$ cat src/rtl/bank_timing_sched.sv
// Per-bank DDR command timing scheduler: open-row tracking, PRE/ACT/CAS sequencing
// and periodic refresh, all strobes one cycle wide and registered.
module bank_timing_sched #(
  parameter int TRCD  = 11,
  parameter int TRP   = 11,
  parameter int TCCD  = 4,
  parameter int TRFC  = 208,
  parameter int TREFI = 6240
) (
  input  logic        CK_t,
  input  logic        reset_n,
  input  logic        init_done,
  input  logic        cmd_rdy,
  input  logic [2:0]  request,
  input  logic [1:0]  bg_addr,
  input  logic [1:0]  ba_addr,
  input  logic [13:0] row_addr,
  output logic        busy,
  output logic        act_rdy,
  output logic        no_act_rdy,
  output logic        cas_rdy,
  output logic        pre_rdy,
  output logic        prea_rdy,
  output logic        refresh_rdy,
  output logic [2:0]  cas_req
);

  localparam int MAX_A = (TRFC > TREFI) ? TRFC : TREFI;
  localparam int MAX_B = (TRCD > TRP) ? TRCD : TRP;
  localparam int MAX_C = (MAX_B > TCCD) ? MAX_B : TCCD;
  localparam int MAXW  = (MAX_A > MAX_C) ? MAX_A : MAX_C;
  localparam int CW    = $clog2(MAXW + 1);

  localparam logic [CW-1:0] TRCD_M1  = CW'(TRCD - 1);
  localparam logic [CW-1:0] TRP_M1   = CW'(TRP - 1);
  localparam logic [CW-1:0] TCCD_M1  = CW'(TCCD - 1);
  localparam logic [CW-1:0] TRFC_M1  = CW'(TRFC - 1);
  localparam logic [CW-1:0] TREFI_M1 = CW'(TREFI - 1);

  localparam logic [2:0] NOP_R = 3'd0;
  localparam logic [2:0] RDA_R = 3'd3;
  localparam logic [2:0] WRA_R = 3'd4;

  typedef enum logic [3:0] {
    IDLE, PRE, PRE_WAIT, ACT, ACT_WAIT, CAS, CAS_WAIT,
    PREA, PREA_WAIT, REF, REF_WAIT
  } state_t;

  state_t         state;
  logic [CW-1:0]  cnt;
  logic [CW-1:0]  timer;
  logic           ref_pend;
  logic [2:0]     req_q;
  logic [3:0]     idx_q;
  logic [13:0]    row_q;
  logic [15:0]    tab_valid;
  logic [13:0]    tab_row [16];

  logic [3:0] idx_in;
  logic       wrap;
  logic       hit;
  logic       accept;
  logic       idle_busy;

  // Handshake: a request is taken on a rising edge where cmd_rdy=1, busy=0,
  // init_done=1 and request is a real command; a refresh due on that same edge wins.
  assign idx_in    = {bg_addr, ba_addr};
  assign wrap      = init_done && (timer == TREFI_M1);
  assign hit       = tab_valid[idx_in] && (tab_row[idx_in] == row_addr);
  assign accept    = (state == IDLE) && !ref_pend && !wrap && cmd_rdy && !busy &&
                     init_done && (request != NOP_R) && (request <= WRA_R);
  assign idle_busy = ref_pend | wrap | !init_done;

  always_ff @(posedge CK_t or negedge reset_n) begin
    if (!reset_n) begin
      state       <= IDLE;
      cnt         <= '0;
      timer       <= '0;
      ref_pend    <= 1'b0;
      req_q       <= '0;
      idx_q       <= '0;
      row_q       <= '0;
      tab_valid   <= '0;
      for (int i = 0; i < 16; i++) tab_row[i] <= '0;
      busy        <= 1'b1;
      act_rdy     <= 1'b0;
      no_act_rdy  <= 1'b0;
      cas_rdy     <= 1'b0;
      pre_rdy     <= 1'b0;
      prea_rdy    <= 1'b0;
      refresh_rdy <= 1'b0;
      cas_req     <= '0;
    end else begin
      act_rdy     <= 1'b0;
      no_act_rdy  <= 1'b0;
      cas_rdy     <= 1'b0;
      pre_rdy     <= 1'b0;
      prea_rdy    <= 1'b0;
      refresh_rdy <= 1'b0;
      cas_req     <= '0;

      if (init_done) timer <= wrap ? '0 : timer + 1'b1;
      // A wrap while a refresh is already pending simply re-sets the same flag.
      if (wrap) ref_pend <= 1'b1;

      case (state)
        IDLE: begin
          if (ref_pend || wrap) begin
            busy <= 1'b1;
            if (|tab_valid) begin
              state    <= PREA;
              prea_rdy <= 1'b1;
              cnt      <= TRP_M1;
            end else begin
              state       <= REF;
              refresh_rdy <= 1'b1;
              cnt         <= TRFC_M1;
              ref_pend    <= 1'b0;
              tab_valid   <= '0;
            end
          end else if (accept) begin
            busy  <= 1'b1;
            req_q <= request;
            idx_q <= idx_in;
            row_q <= row_addr;
            if (hit) begin
              state      <= ACT;
              no_act_rdy <= 1'b1;
              cnt        <= '0;
            end else if (tab_valid[idx_in]) begin
              state   <= PRE;
              pre_rdy <= 1'b1;
              cnt     <= TRP_M1;
            end else begin
              state              <= ACT;
              act_rdy            <= 1'b1;
              cnt                <= TRCD_M1;
              tab_valid[idx_in]  <= 1'b1;
              tab_row[idx_in]    <= row_addr;
            end
          end else begin
            busy <= !init_done;
          end
        end

        PRE, PRE_WAIT: begin
          if (cnt == '0) begin
            state            <= ACT;
            act_rdy          <= 1'b1;
            cnt              <= TRCD_M1;
            tab_valid[idx_q] <= 1'b1;
            tab_row[idx_q]   <= row_q;
          end else begin
            state <= PRE_WAIT;
            cnt   <= cnt - 1'b1;
          end
        end

        // ACT also covers the row-hit path, where it holds for exactly one cycle.
        ACT, ACT_WAIT: begin
          if (cnt == '0) begin
            state   <= CAS;
            cas_rdy <= 1'b1;
            cas_req <= req_q;
            cnt     <= TCCD_M1;
            if (req_q == RDA_R || req_q == WRA_R) tab_valid[idx_q] <= 1'b0;
          end else begin
            state <= ACT_WAIT;
            cnt   <= cnt - 1'b1;
          end
        end

        CAS, CAS_WAIT: begin
          if (cnt == '0) begin
            state <= IDLE;
            busy  <= idle_busy;
          end else begin
            state <= CAS_WAIT;
            cnt   <= cnt - 1'b1;
          end
        end

        PREA, PREA_WAIT: begin
          if (cnt == '0) begin
            state       <= REF;
            refresh_rdy <= 1'b1;
            cnt         <= TRFC_M1;
            ref_pend    <= 1'b0;
            tab_valid   <= '0;
          end else begin
            state <= PREA_WAIT;
            cnt   <= cnt - 1'b1;
          end
        end

        REF, REF_WAIT: begin
          if (cnt == '0) begin
            state <= IDLE;
            busy  <= idle_busy;
          end else begin
            state <= REF_WAIT;
            cnt   <= cnt - 1'b1;
          end
        end

        default: begin
          state <= IDLE;
          busy  <= 1'b1;
        end
      endcase
    end
  end

endmodule

$ cat config.mk
export PLATFORM = sky130hd
export DESIGN_NAME = bank_timing_sched
export DESIGN_NICKNAME = d
export VERILOG_FILES = /design/src/rtl/bank_timing_sched.sv
export SDC_FILE = /design/constraint.sdc
export NUM_CORES = 1
export LEC_CHECK = 0
export ABC_AREA = 0
export BUFFER_PORTS_ARGS = -buffer_cell sky130_fd_sc_hd__buf_2
export CAP_MARGIN = 30
export CORE_MARGIN = 1
export CORE_UTILIZATION = 57
export CTS_BUF_LIST = sky130_fd_sc_hd__clkbuf_8 sky130_fd_sc_hd__clkbuf_16
export DETAILED_ROUTE_END_ITERATION = 10
export PLACE_DENSITY = 0.75
export REMOVE_ABC_BUFFERS = 1
export SYNTH_ARGS = -nofsm -noshare
export SYNTH_HDL_FRONTEND = slang
export SYNTH_SLANG_ARGS = --single-unit
$ cat constraint.sdc
create_clock -name CK_t -period 2.96 [get_ports CK_t]
set_input_delay 0.74 -clock CK_t [delete_from_list [all_inputs] [get_ports CK_t]]
set_output_delay 0.74 -clock CK_t [all_outputs]
set_load 0.05 [all_outputs]
* Yosys cells after proc, flatten, opt, wreduce, memory -nomap -nowiden
Index checks and enable logic that the tools add are counted.
** Word-level totals
- Word-level logic and storage cells :: 204
- Output and inout port bits :: 10
- Bits in registers :: 302
- Input port bits :: 25
** Cells by class
- Eq/ne operators :: 28
- Add/subtract/negate cells :: 2
- $lt $le $gt $ge :: 9
- Reductions and logical operators :: 38
- Muxes and demuxes :: 85
- Bitwise operators :: 10
** Operator list (number)
- $mux 224 :: 5
- $bwmux 224 :: 2
- $pmux 224 s2 :: 1
- $mux 16 :: 9
- $demux 14 s4 :: 2
- $mux 13 :: 7
- $pmux 13 s5 :: 1
- $pmux 16 s4 :: 1
- $bmux 14 s4 :: 1
- $mux 14 :: 4
- $mux 1 :: 33
- $or 16x16->16 :: 2
- $pmux 4 s6 :: 1
- $mux 4 :: 5
- $ne 2x2->1 const B :: 9
- $and 16x16->16 :: 1
- $eq 4x3->1 const B :: 4
- $not 16->16 :: 1
- $reduce_or 16->1 :: 1
- $eq 14x14->1 :: 1
- $add 13x1->13 const B :: 1
- $eq 13x13->1 const B :: 1
- $logic_and 1x1->1 :: 13
- $logic_not 13->1 :: 1
- other kinds (38) :: 65

* Logic depth before layout (Yosys ltp)
Gate-level depths: netlist (run 1).
- Depth after elaboration :: 12
- Depth in mapped cells :: 14
- Mapped depth without buffers :: 10

* Worst setup path before layout (run 1)
OpenSTA, ideal clock, no wires.
- Kind :: input to register
- From :: in ba_addr[0]
- To :: reg tab_valid[2]
- Stages :: 10
- Slack :: 0.021 ns
- Buffers on the path :: 4
- Library setup time :: 0.124 ns
- Arrival time :: 2.815 ns
- Data required time :: 2.836 ns
- Cell sequence :: buf_6 > mux4_2 > mux4_2 > nor4_2 > o32a_1 > buf_4 > and2_4 > buf_6 > buf_12 > a21oi_2
** On the way
- Word-level cells in the longest chain between the ends :: 10
- Elaborated cells between the ends (all ways) :: 22
- Classes of those cells :: order compare (2); eq/ne (3); mux (12); bitwise (2); reduce/logical (3)
** RTL lines
- from (decl) :: RTL line 16 : input logic [1:0] ba_addr,
- $lt 4x5->1 (not written as such) or $ge 4x1->1 (tied branches) :: RTL line 138 : tab_valid[idx_in] <= 1'b1;
- $logic_and 1x1->1 (not written as such) :: RTL line 138
- $mux 1 (not written as such) :: RTL line 138
- $demux 1 s4 :: RTL line 138
- $or 16x16->16 (no source line)
- $mux 16 :: RTL line 130 : end else if (tab_valid[idx_in]) begin
- $mux 16 :: RTL line 126 : if (hit) begin
- $mux 16 :: RTL line 121 : end else if (accept) begin
- $mux 16 :: RTL line 108 : if (ref_pend || wrap) begin
- $pmux 16 s4 :: RTL line 106 : case (state)
- to (signal assigned) :: RTL line 119 : tab_valid <= '0;
- to (signal, indexed assignment) :: RTL line 138
- to (signal, indexed assignment) :: RTL line 151 : tab_valid[idx_q] <= 1'b1;
- to (decl) :: RTL line 56 : logic [15:0] tab_valid;
Several ways; a longest one is shown, not always the timed one. The select of a mux whose other input is x is not followed.
A chain may end at the register's enable or synchronous reset.

* Worst setup path after layout (run 1)
- From :: in ba_addr[0]
- To :: reg cnt[1]
** On the way
- Word-level cells in the longest chain between the ends :: 10
- Elaborated cells between the ends (all ways) :: 12
- Classes of those cells :: eq/ne (1); mux (9); bitwise (1); reduce/logical (1)
** RTL lines
- $not 4->5 (not written as such) :: RTL line 69 : assign hit = tab_valid[idx_in] && (tab_row[idx_in] == row_addr);
- $bmux 14 s4 :: RTL line 69
- $mux 14 (not written as such) (2 in series) :: RTL line 69
- $eq 14x14->1 :: RTL line 69
- $logic_and 1x1->1 (*) :: RTL line 69
- $mux 4 (*) :: RTL line 126
- $mux 13 (*) :: RTL line 121
- $mux 13 (*) :: RTL line 108
- $pmux 13 s5 (*) :: RTL line 106
- to (signal assigned) :: RTL line 155 : cnt <= cnt - 1'b1;
- to (signal assigned) :: RTL line 169 : cnt <= cnt - 1'b1;
- to (signal assigned) :: RTL line 179 : cnt <= cnt - 1'b1;
- to (decl) :: RTL line 50 : logic [CW-1:0] cnt;
Every way passes the cells marked *; elsewhere a longest branch is shown, timed or not. The select of a mux whose other input is x is not followed.

==> metrics list, run 1 <==
- The flow ran to the end, and the final reports show no timing, DRC or antenna violations.
* Worst path required time: 3.35 ns
- Synth Register Bits: 302
- The synthesized design spends more area on one cell type than any other, namely sky130_fd_sc_hd__dfrtp_1.
* Clock slew seen by the registers of the worst setup and hold paths: 0.06 ns
- For this design the total switching power over the nets is 5806 µW.
- PD cells: 792.2 mW/mm²
- Unrepaired setup endpoints after global routing: false
- Area growth from synthesis to final layout: 14.90%
- Post-route insts no fill: 2204
- Worst-skew pair later-pin latency: 0.53 ns
- First drt pass iteration count: 7
- For this run, the share of the core covered by cells in the final layout is 67.24%.
- The share of total power dissipated in the clock network is 26.1%.
- Clk Tree Root Cell: sky130_fd_sc_hd__clkbuf_16
* Biggest fanout along the worst timing path: 16
- Across the VDD grid, the largest voltage drop is 0.4871 mV.
* Maximum number of pins on one net before global-route repair: 73
- The initial antenna violation count is 1.
- Count of endpoints failing setup in the final report: 0
* Static leakage power: 0.008633 µW
- Gate count after technology mapping: 1753
* Most repeated cell in the gate-level netlist after synthesis: sky130_fd_sc_hd__dfrtp_1
- Post-placement worst setup slack: -0.4688 ns
- TritonCTS built the clock tree.
* Wire length per cell: 24.16 µm
* Part of the power in combinational logic: 34.9%
- The average instance in the mapped netlist occupies 9.659 µm².
- Input and output buffers added on the ports amount to 34.
- Final Hold Vio Count: 0
* Highest Clock Rate: 354.8 MHz
- Area of the mapped netlist: 0.01693 mm²
* Fin nets: 1825
- Antenna diodes: 0
- Detailed placer's ending HPWL: 35.69 mm
* CP Launch Type: input pin
- Via count normalized by instance count: 6.796
- Iteration-0 DRC Markers: 1789
- Per report_power, the sequential group accounts for 39.0% of the total.
* Worst hold-check path type: in -> async
* Count of unique library cells instantiated by Yosys: 67
- Largest cells by area after synthesis: sky130_fd_sc_hd__dfrtp_1 (44%), sky130_fd_sc_hd__a22oi_1 (9.2%), sky130_fd_sc_hd__a21oi_1 (7.3%)
- Maximum capacitance violations: 0
- Post-CTS setup buffer count: 0
* Total internal power: 9607 µW
- By startpoint and endpoint, the worst setup path is classified as in -> reg.
* Die footprint: 0.03040 mm²
- For the pin with the worst max-slew slack, the measured transition is 0.7607 ns.
* Top cells by instance count after synthesis: sky130_fd_sc_hd__dfrtp_1 (301), sky130_fd_sc_hd__nor2_1 (290), sky130_fd_sc_hd__a21oi_1 (246), sky130_fd_sc_hd__a22oi_1 (207), sky130_fd_sc_hd__clkbuf_1 (108)
* Final cycle utilization of the critical path: 95.21%
- Counting along the longest clock path gives a buffer depth of 3.
- The floorplan step set the die height to 174.4 µm.
- Worst hold margin: 0.1894 ns
* Relative max-transition margin: 49.28%
* Proportion of layout cells with a drive suffix above 1: 21.32%
- Aggregate global routing overflow: 0
- DR vias: 14979
* Top cell type's share of synthesized area: 44.48%
* Count of unresolved DRC violations after routing: 0
- Overall global routing resource usage: 35.77%
* Sequential area share after synthesis: 44.64%
* Post-Route Setup TNS: 0 ns
- Post-CTS Resized: 0
- Synth async-reset ratio: 100.0%
- GPL Wtd Cong: 0.9565
- Placed Instances: 2146
- H-tree depth: 2
- Number of standard-cell rows in the floorplan: 62
- Hold buffer count at cts: 0
- Dominant synthesized flop cell: sky130_fd_sc_hd__dfrtp_1
* Worst Setup Slack, final: 0.1417 ns
- Fraction of power spent switching nets: 37.67%
- The floorplan step defined a core boundary enclosing 0.02894 mm².
* Number of enable-type register cells in the synthesized netlist: 0
- Counting every sink on the clock net gives 302.
* Die Span X: 174.4 µm
- Wire length of the first global-routing pass: 84.28 mm
* Worst clock skew on the final layout: 0.02339 ns
- Critical path data arrival time: 3.20 ns
- STA classifies the critical path endpoint as a register.
- Yosys synthesis warning count: 0
- Pin placement for this block handled 35 I/O pins.
- The number of clock buffers added by TritonCTS is 34.
- Once the floorplan was initialized, standard cells occupied 58.52% of the core.
- The final count of pins violating max slew came to 0.
- The worst path in the final design needs a cycle of 2.818 ns, including I/O delays and setup.
* Routed WL: 53.24 mm
- Antenna Violating Nets Remaining: 0
* Vias in the first global route: 14869
-- registers in the layout, summed over array words and instances (netlist names) --
register,cells
act_rdy,1
busy,1
cas_rdy,1
cas_req,3
cnt,13
idx_q,4
no_act_rdy,1
pre_rdy,1
prea_rdy,1
ref_pend,1
refresh_rdy,1
req_q,3
row_q,14
state,4
tab_row,224
tab_valid,16
timer,13
-- power by group through the flow --
stage | Combinational, µW | Sequential [µW] | Clock (µW)
after global placement | 5090 | 5970 | 0
after CTS | 5280 | 5970 | 4060
after global routing | 5840 | 6100 | 4240
after floorplan | 3340 | 5830 | 0
after detailed placement | 5250 | 6020 | 0
final | 5380 | 6010 | 4030
-- cells in the final DEF, fill, tap and decap left out, types with 7 or more instances in the layout --
cell type                   count
sky130_fd_sc_hd__a211oi_1       7
sky130_fd_sc_hd__a21oi_1      246
sky130_fd_sc_hd__a21oi_2       10
sky130_fd_sc_hd__a22oi_1      207
sky130_fd_sc_hd__a31oi_1       25
sky130_fd_sc_hd__and3_1        20
sky130_fd_sc_hd__buf_12        31
sky130_fd_sc_hd__buf_2         32
sky130_fd_sc_hd__buf_4        130
sky130_fd_sc_hd__clkbuf_16     35
sky130_fd_sc_hd__dfrtp_1      301
sky130_fd_sc_hd__inv_1         20
sky130_fd_sc_hd__mux2_2        39
sky130_fd_sc_hd__mux2i_1       22
sky130_fd_sc_hd__mux4_2        49
sky130_fd_sc_hd__nand2_1       74
sky130_fd_sc_hd__nand2b_1      10
sky130_fd_sc_hd__nand3_1        8
sky130_fd_sc_hd__nand4_1        9
sky130_fd_sc_hd__nor2_1       289
sky130_fd_sc_hd__nor2_8        15
sky130_fd_sc_hd__nor2b_1        8
sky130_fd_sc_hd__nor3_1         9
sky130_fd_sc_hd__nor3_2        12
sky130_fd_sc_hd__nor4_1         8
sky130_fd_sc_hd__o21ai_0       44
sky130_fd_sc_hd__o22ai_1       23
sky130_fd_sc_hd__o2bb2ai_1     14
sky130_fd_sc_hd__or2_2          8
sky130_fd_sc_hd__or3_1          8
sky130_fd_sc_hd__xnor2_1       18
sky130_fd_sc_hd__xor2_1        14
-- kinds of logic (layout without fill, tap and decap cells) --
kind of cell               after synthesis  count (layout)  share of synthesized area, %
AOI/OAI and AO/OA                      605             605                         22.58
and+or+nand+nor                        499             499                         14.32
DFF                                    302             302                         44.64
buffers and inverters                  197             264                         5.505
muxes                                  114             114                         11.03
xor gates and xnor gates                32              32                         1.655
adders and majority gates                4               4                        0.2660
-- area by class of cell --
class                      count  area, µm²
tap                          384      480.5
timing repair buffer         195       1783
clock inverter                17      98.84
fill                        2208       9479
multi-input combinational   1254       8536
inverter                      11      41.29
sequential                   302       7559
clock buffer                  41      958.4
-- critical path, stage by stage --
cell	delay, ns
sky130_fd_sc_hd__buf_2	0.12
sky130_fd_sc_hd__buf_12	0.19
sky130_fd_sc_hd__buf_6	0.25
sky130_fd_sc_hd__mux4_2	0.54
sky130_fd_sc_hd__mux2_2	0.31
sky130_fd_sc_hd__a21oi_1	0.18
sky130_fd_sc_hd__xor2_1	0.16
sky130_fd_sc_hd__nand4_1	0.25
sky130_fd_sc_hd__nor4_4	0.35
sky130_fd_sc_hd__a221oi_1	0.09
-- through the flow --
step           power, µW  area [µm²]
6_report           15410       19460
2_1_floorplan       9171       16040
4_1_cts            15310       19440
3_3_place_gp       11060       18380
3_5_place_dp       11270       18380
5_1_grt            16180       19460
-- layer usage --
metal | routed length (µm) | global-route usage, %
met5 | 14 | 0
met3 | 5095 | 6.999
met2 | 24840 | 56.27
met1 | 20470 | 47.44
met4 | 2823 | 17.73
-- final timing paths --
kind | from | endpoint | slack [ns] | cells after the start
worst min register to register | tab_row[166] | tab_row[166] | 0.49 | 1
min in group CK_t | request[1] | req_q[1] | 0.48 | 2
worst min-delay path | reset_n | timer[0] | 0.19 | 1
worst max register to register | cnt[0] | cnt[6] | 0.19 | 12
worst max-delay path | ba_addr[0] | cnt[1] | 0.14 | 10
max in group asynchronous | reset_n | tab_row[188] | 1.97 | 2
Note: power is estimated with default switching activity, not from simulation.
==> run 2: changes to the inputs <==
--- a/config.mk
+++ b/config.mk
@@ -10,10 +10,10 @@
 export CAP_MARGIN = 30
 export CORE_MARGIN = 1
 export CORE_UTILIZATION = 57
-export CTS_BUF_LIST = sky130_fd_sc_hd__clkbuf_8 sky130_fd_sc_hd__clkbuf_16
 export DETAILED_ROUTE_END_ITERATION = 10
 export PLACE_DENSITY = 0.75
 export REMOVE_ABC_BUFFERS = 1
 export SYNTH_ARGS = -nofsm -noshare
 export SYNTH_HDL_FRONTEND = slang
 export SYNTH_SLANG_ARGS = --single-unit
+export TNS_END_PERCENT = 20
==> run 2 against run 1 <==
Worst hold slack got worse by 0.0017 ns; total power rose by 0.17%; sequential power about the same; clock-buffer cell count up 9; fmax up 0.12%; clock skew is 0.0010 ns lower; worst setup slack better by 0.0034 ns; global-route usage barely moved; largest cell class unchanged; largest power group unchanged; highest routed layer unchanged.
==> metrics list, run 2 (synthesized netlist as in run 1, its figures left out) <==
- The startpoint identified for the worst register-to-register timing path is cnt[0].
- Clock tree from TritonCTS: yes
- Most frequent cells in the layout: sky130_fd_sc_hd__dfrtp_1 (301), sky130_fd_sc_hd__nor2_1 (289), sky130_fd_sc_hd__a21oi_1 (246)
* Highest ir drop seen on vdd: 0.4904 mV (+0.66%)
- Sink Count: 302 (unchanged)
- Count of endpoints failing setup in the final report: 0 (unchanged)
- Routed WL: 53.26 mm (about the same)
- The power consumption is 15440 µW (+0.17%).
* Commonest non-fill, non-tap cell in the layout: sky130_fd_sc_hd__dfrtp_1
* Detailed placer's ending HPWL: 35.69 mm (unchanged)
- The slowest stage of the critical path is the sky130_fd_sc_hd__mux4_1 cell.
- Critical path data arrival time: 3.21 ns (about the same)
- The number of top-level pins came to 35 (unchanged).
- Clock period minus final worst setup slack: 2.815 ns (-0.003414 ns)
* Aggregate global routing overflow: 0 (unchanged)
* Worst hold-check path type: in -> async
- The post-route worst setup slack came to 0.1451 ns (+0.003414 ns).
- Fin nets: 1825 (unchanged)
* CP Cell Sequence: buf_2, buf_12, mux4_1, mux4_2, xnor2_1, nand4_1, or3_4, o31ai_1, a21oi_1
- The via count of the first global-routing pass came to 14866 (-0.020%).
- Final Cell Area: 0.01946 mm² (unchanged)
* Die footprint: 0.03040 mm² (unchanged)
- The power density over cell area is 793.5 mW/mm² (+0.17%).
* Die Span X: 174.4 µm (unchanged)
- Instance area at placement: 0.01838 mm² (unchanged)
- The setup path with the least slack is of type in -> reg.
- Area growth from synthesis to final layout: 14.90% (unchanged)
- Buffers added on ports: 34 (unchanged)
- Wire length per cell: 24.17 µm (about the same)
- The global placement routability congestion was 0.9565 (unchanged).
- Die boundary height: 174.4 µm (unchanged)
- The floorplan core area is 0.02894 mm² (unchanged).
* Maximum clock insertion buffer count: 3 (unchanged)
- In this run the clock root is driven by a sky130_fd_sc_hd__clkbuf_16.
* Antenna diodes: 0 (unchanged)
- Final Hold Vio Count: 0 (unchanged)
- The vias after detailed routing is 15097 (+0.79%).
- The count of placed standard cells including taps was 2146 (unchanged).
- The number of max-capacitance violations reported came to 0 (unchanged).
- Top reg by flops: tab_row
* Post-route insts no fill: 2204 (unchanged)
- The per-cell via count in the routed design is 6.850 (+0.79%).
- Post-placement worst setup slack: -0.4688 ns (unchanged)
* Antenna Violating Nets Remaining: 0 (unchanged)
* Actual slew at the worst max-slew pin: 0.7683 ns (+0.007511 ns)
* Type of destination of the critical path: register
* Number of standard-cell rows in the floorplan: 62 (unchanged)
- Final core utilization: 67.24% (unchanged)
- The flip-flop count of the largest register after layout was 224 (unchanged).
- The pin count of the biggest net entering global routing came to 73 (unchanged).
- First drt pass iteration count: 6 (-1)
* Uppermost layer routed: met5
- The clock-pin slew on the worst setup and hold paths was 0.06 ns (about the same).
* Iteration-0 DRC Markers: 1784 (-0.28%)
* Highest Clock Rate: 355.3 MHz (+0.12%)
- The DRC violations left came to 0 (unchanged).
- Initial cell density of the core: 58.52% (unchanged)
- Unrepaired setup endpoints after global routing: false
* CP Launch Type: input pin
* DRT met1 WL: 20.20 mm (-1.3%)
- Overall global routing resource usage: 35.75% (about the same)
* Num CTS Buffers: 34 (unchanged)
* Beginning of the critical path: ba_addr[0]
- Relative max-transition margin: 48.78% (-0.50 points)
- Largest registers ranked by flip-flop count: tab_row (224), tab_valid (16), row_q (14)
* Wire length of the first global-routing pass: 84.24 mm (about the same)
* Final cycle utilization of the critical path: 95.10% (-0.12 points)
* H-tree depth: 2 (unchanged)
- Worst path required time: 3.36 ns (about the same)
- Worst clock skew on the final layout: 0.02238 ns (-0.001007 ns)
- The total met3 wirelength after detailed routing is 5.380 mm (+5.6%).
- The clock insertion delay at the later pin of the skew report is 0.53 ns (about the same).
- Static leakage power: 0.008595 µW (-0.43%)
- Biggest fanout along the worst timing path: 16 (unchanged)
- The length of routed met2 wiring is 24.88 mm (+0.14%).
- Max Transition Viols Final: 0 (unchanged)
- Antenna violations before repair: 1 (unchanged)
* Proportion of layout cells with a drive suffix above 1: 21.32% (unchanged)
- Run status: finished, final reports clean
* Longest individual stage delay on the worst path: 0.58 ns (+0.04 ns)
[run 2: cell count changes in the layout (fill, tap and decap cells not counted)]
| cell | previous run | this run |
|---|---|---|
| sky130_fd_sc_hd__clkbuf_1 | 0 | 9 |
| sky130_fd_sc_hd__inv_1 | 20 | 11 |
[run 2: repair_timing]
action | in CTS | in global routing
gates resized for setup | 0 | 3
buffers inserted | 0 | 0
hold buffers | 0 | 0
setup endpoints to repair | 0 | 8
[run 2: critical path: cells and delay by family]
| family | cells | cell delay [ns] |
|---|---|---|
| AO/OA/AOI/OAI | 2 | 0.35 |
| AND/OR/NAND/NOR | 2 | 0.54 |
| XOR/XNOR | 1 | 0.19 |
| buffers and inverters | 2 | 0.31 |
| multiplexers | 2 | 1.06 |
[run 2: path summary, 6_finish.rpt]
kind,endpoint,slack [ns],depth (start not counted)
worst max-delay path,cnt[3],0.15,9
worst min-delay path,timer[0],0.19,1
worst max register to register,cnt[6],0.18,12
worst min register to register,tab_row[166],0.49,1
max in group asynchronous,tab_row[188],1.96,2
min in group CK_t,req_q[1],0.48,2
[run 2: layout make-up]
cell class,instances,area [µm²]
timing repair buffer,195,1783
inverter,11,41.29
clock buffer,50,992.2
tap,384,480.5
clock inverter,8,65.06
multi-input combinational,1254,8536
fill,2208,9479
sequential,302,7559
[run 2: routing by layer]
| metal | global-route usage (%) | vias up |
|---|---|---|
| met3 | 6.999 | 215 |
| met5 | 0 | - |
| met2 | 56.39 | 954 |
| met4 | 17.69 | 2 |
| met1 | 47.30 | 7413 |
| li1 | - | 6513 |
[run 2: where the power goes]
group          internal, µW  leakage, µW  switching (µW)
Combinational          2110      0.00396            3260
Sequential             5190      0.00412             811
Clock                  2330     0.000519            1730
[run 2: metrics by stage]
step                TNS (ns)  hold WS [ns]
floorplan            -480.79        0.4444
global placement      -31.68        0.4753
detailed placement    -42.33        0.4774
CTS                        0        0.1964
global route               0        0.2195
finish                     0        0.1877
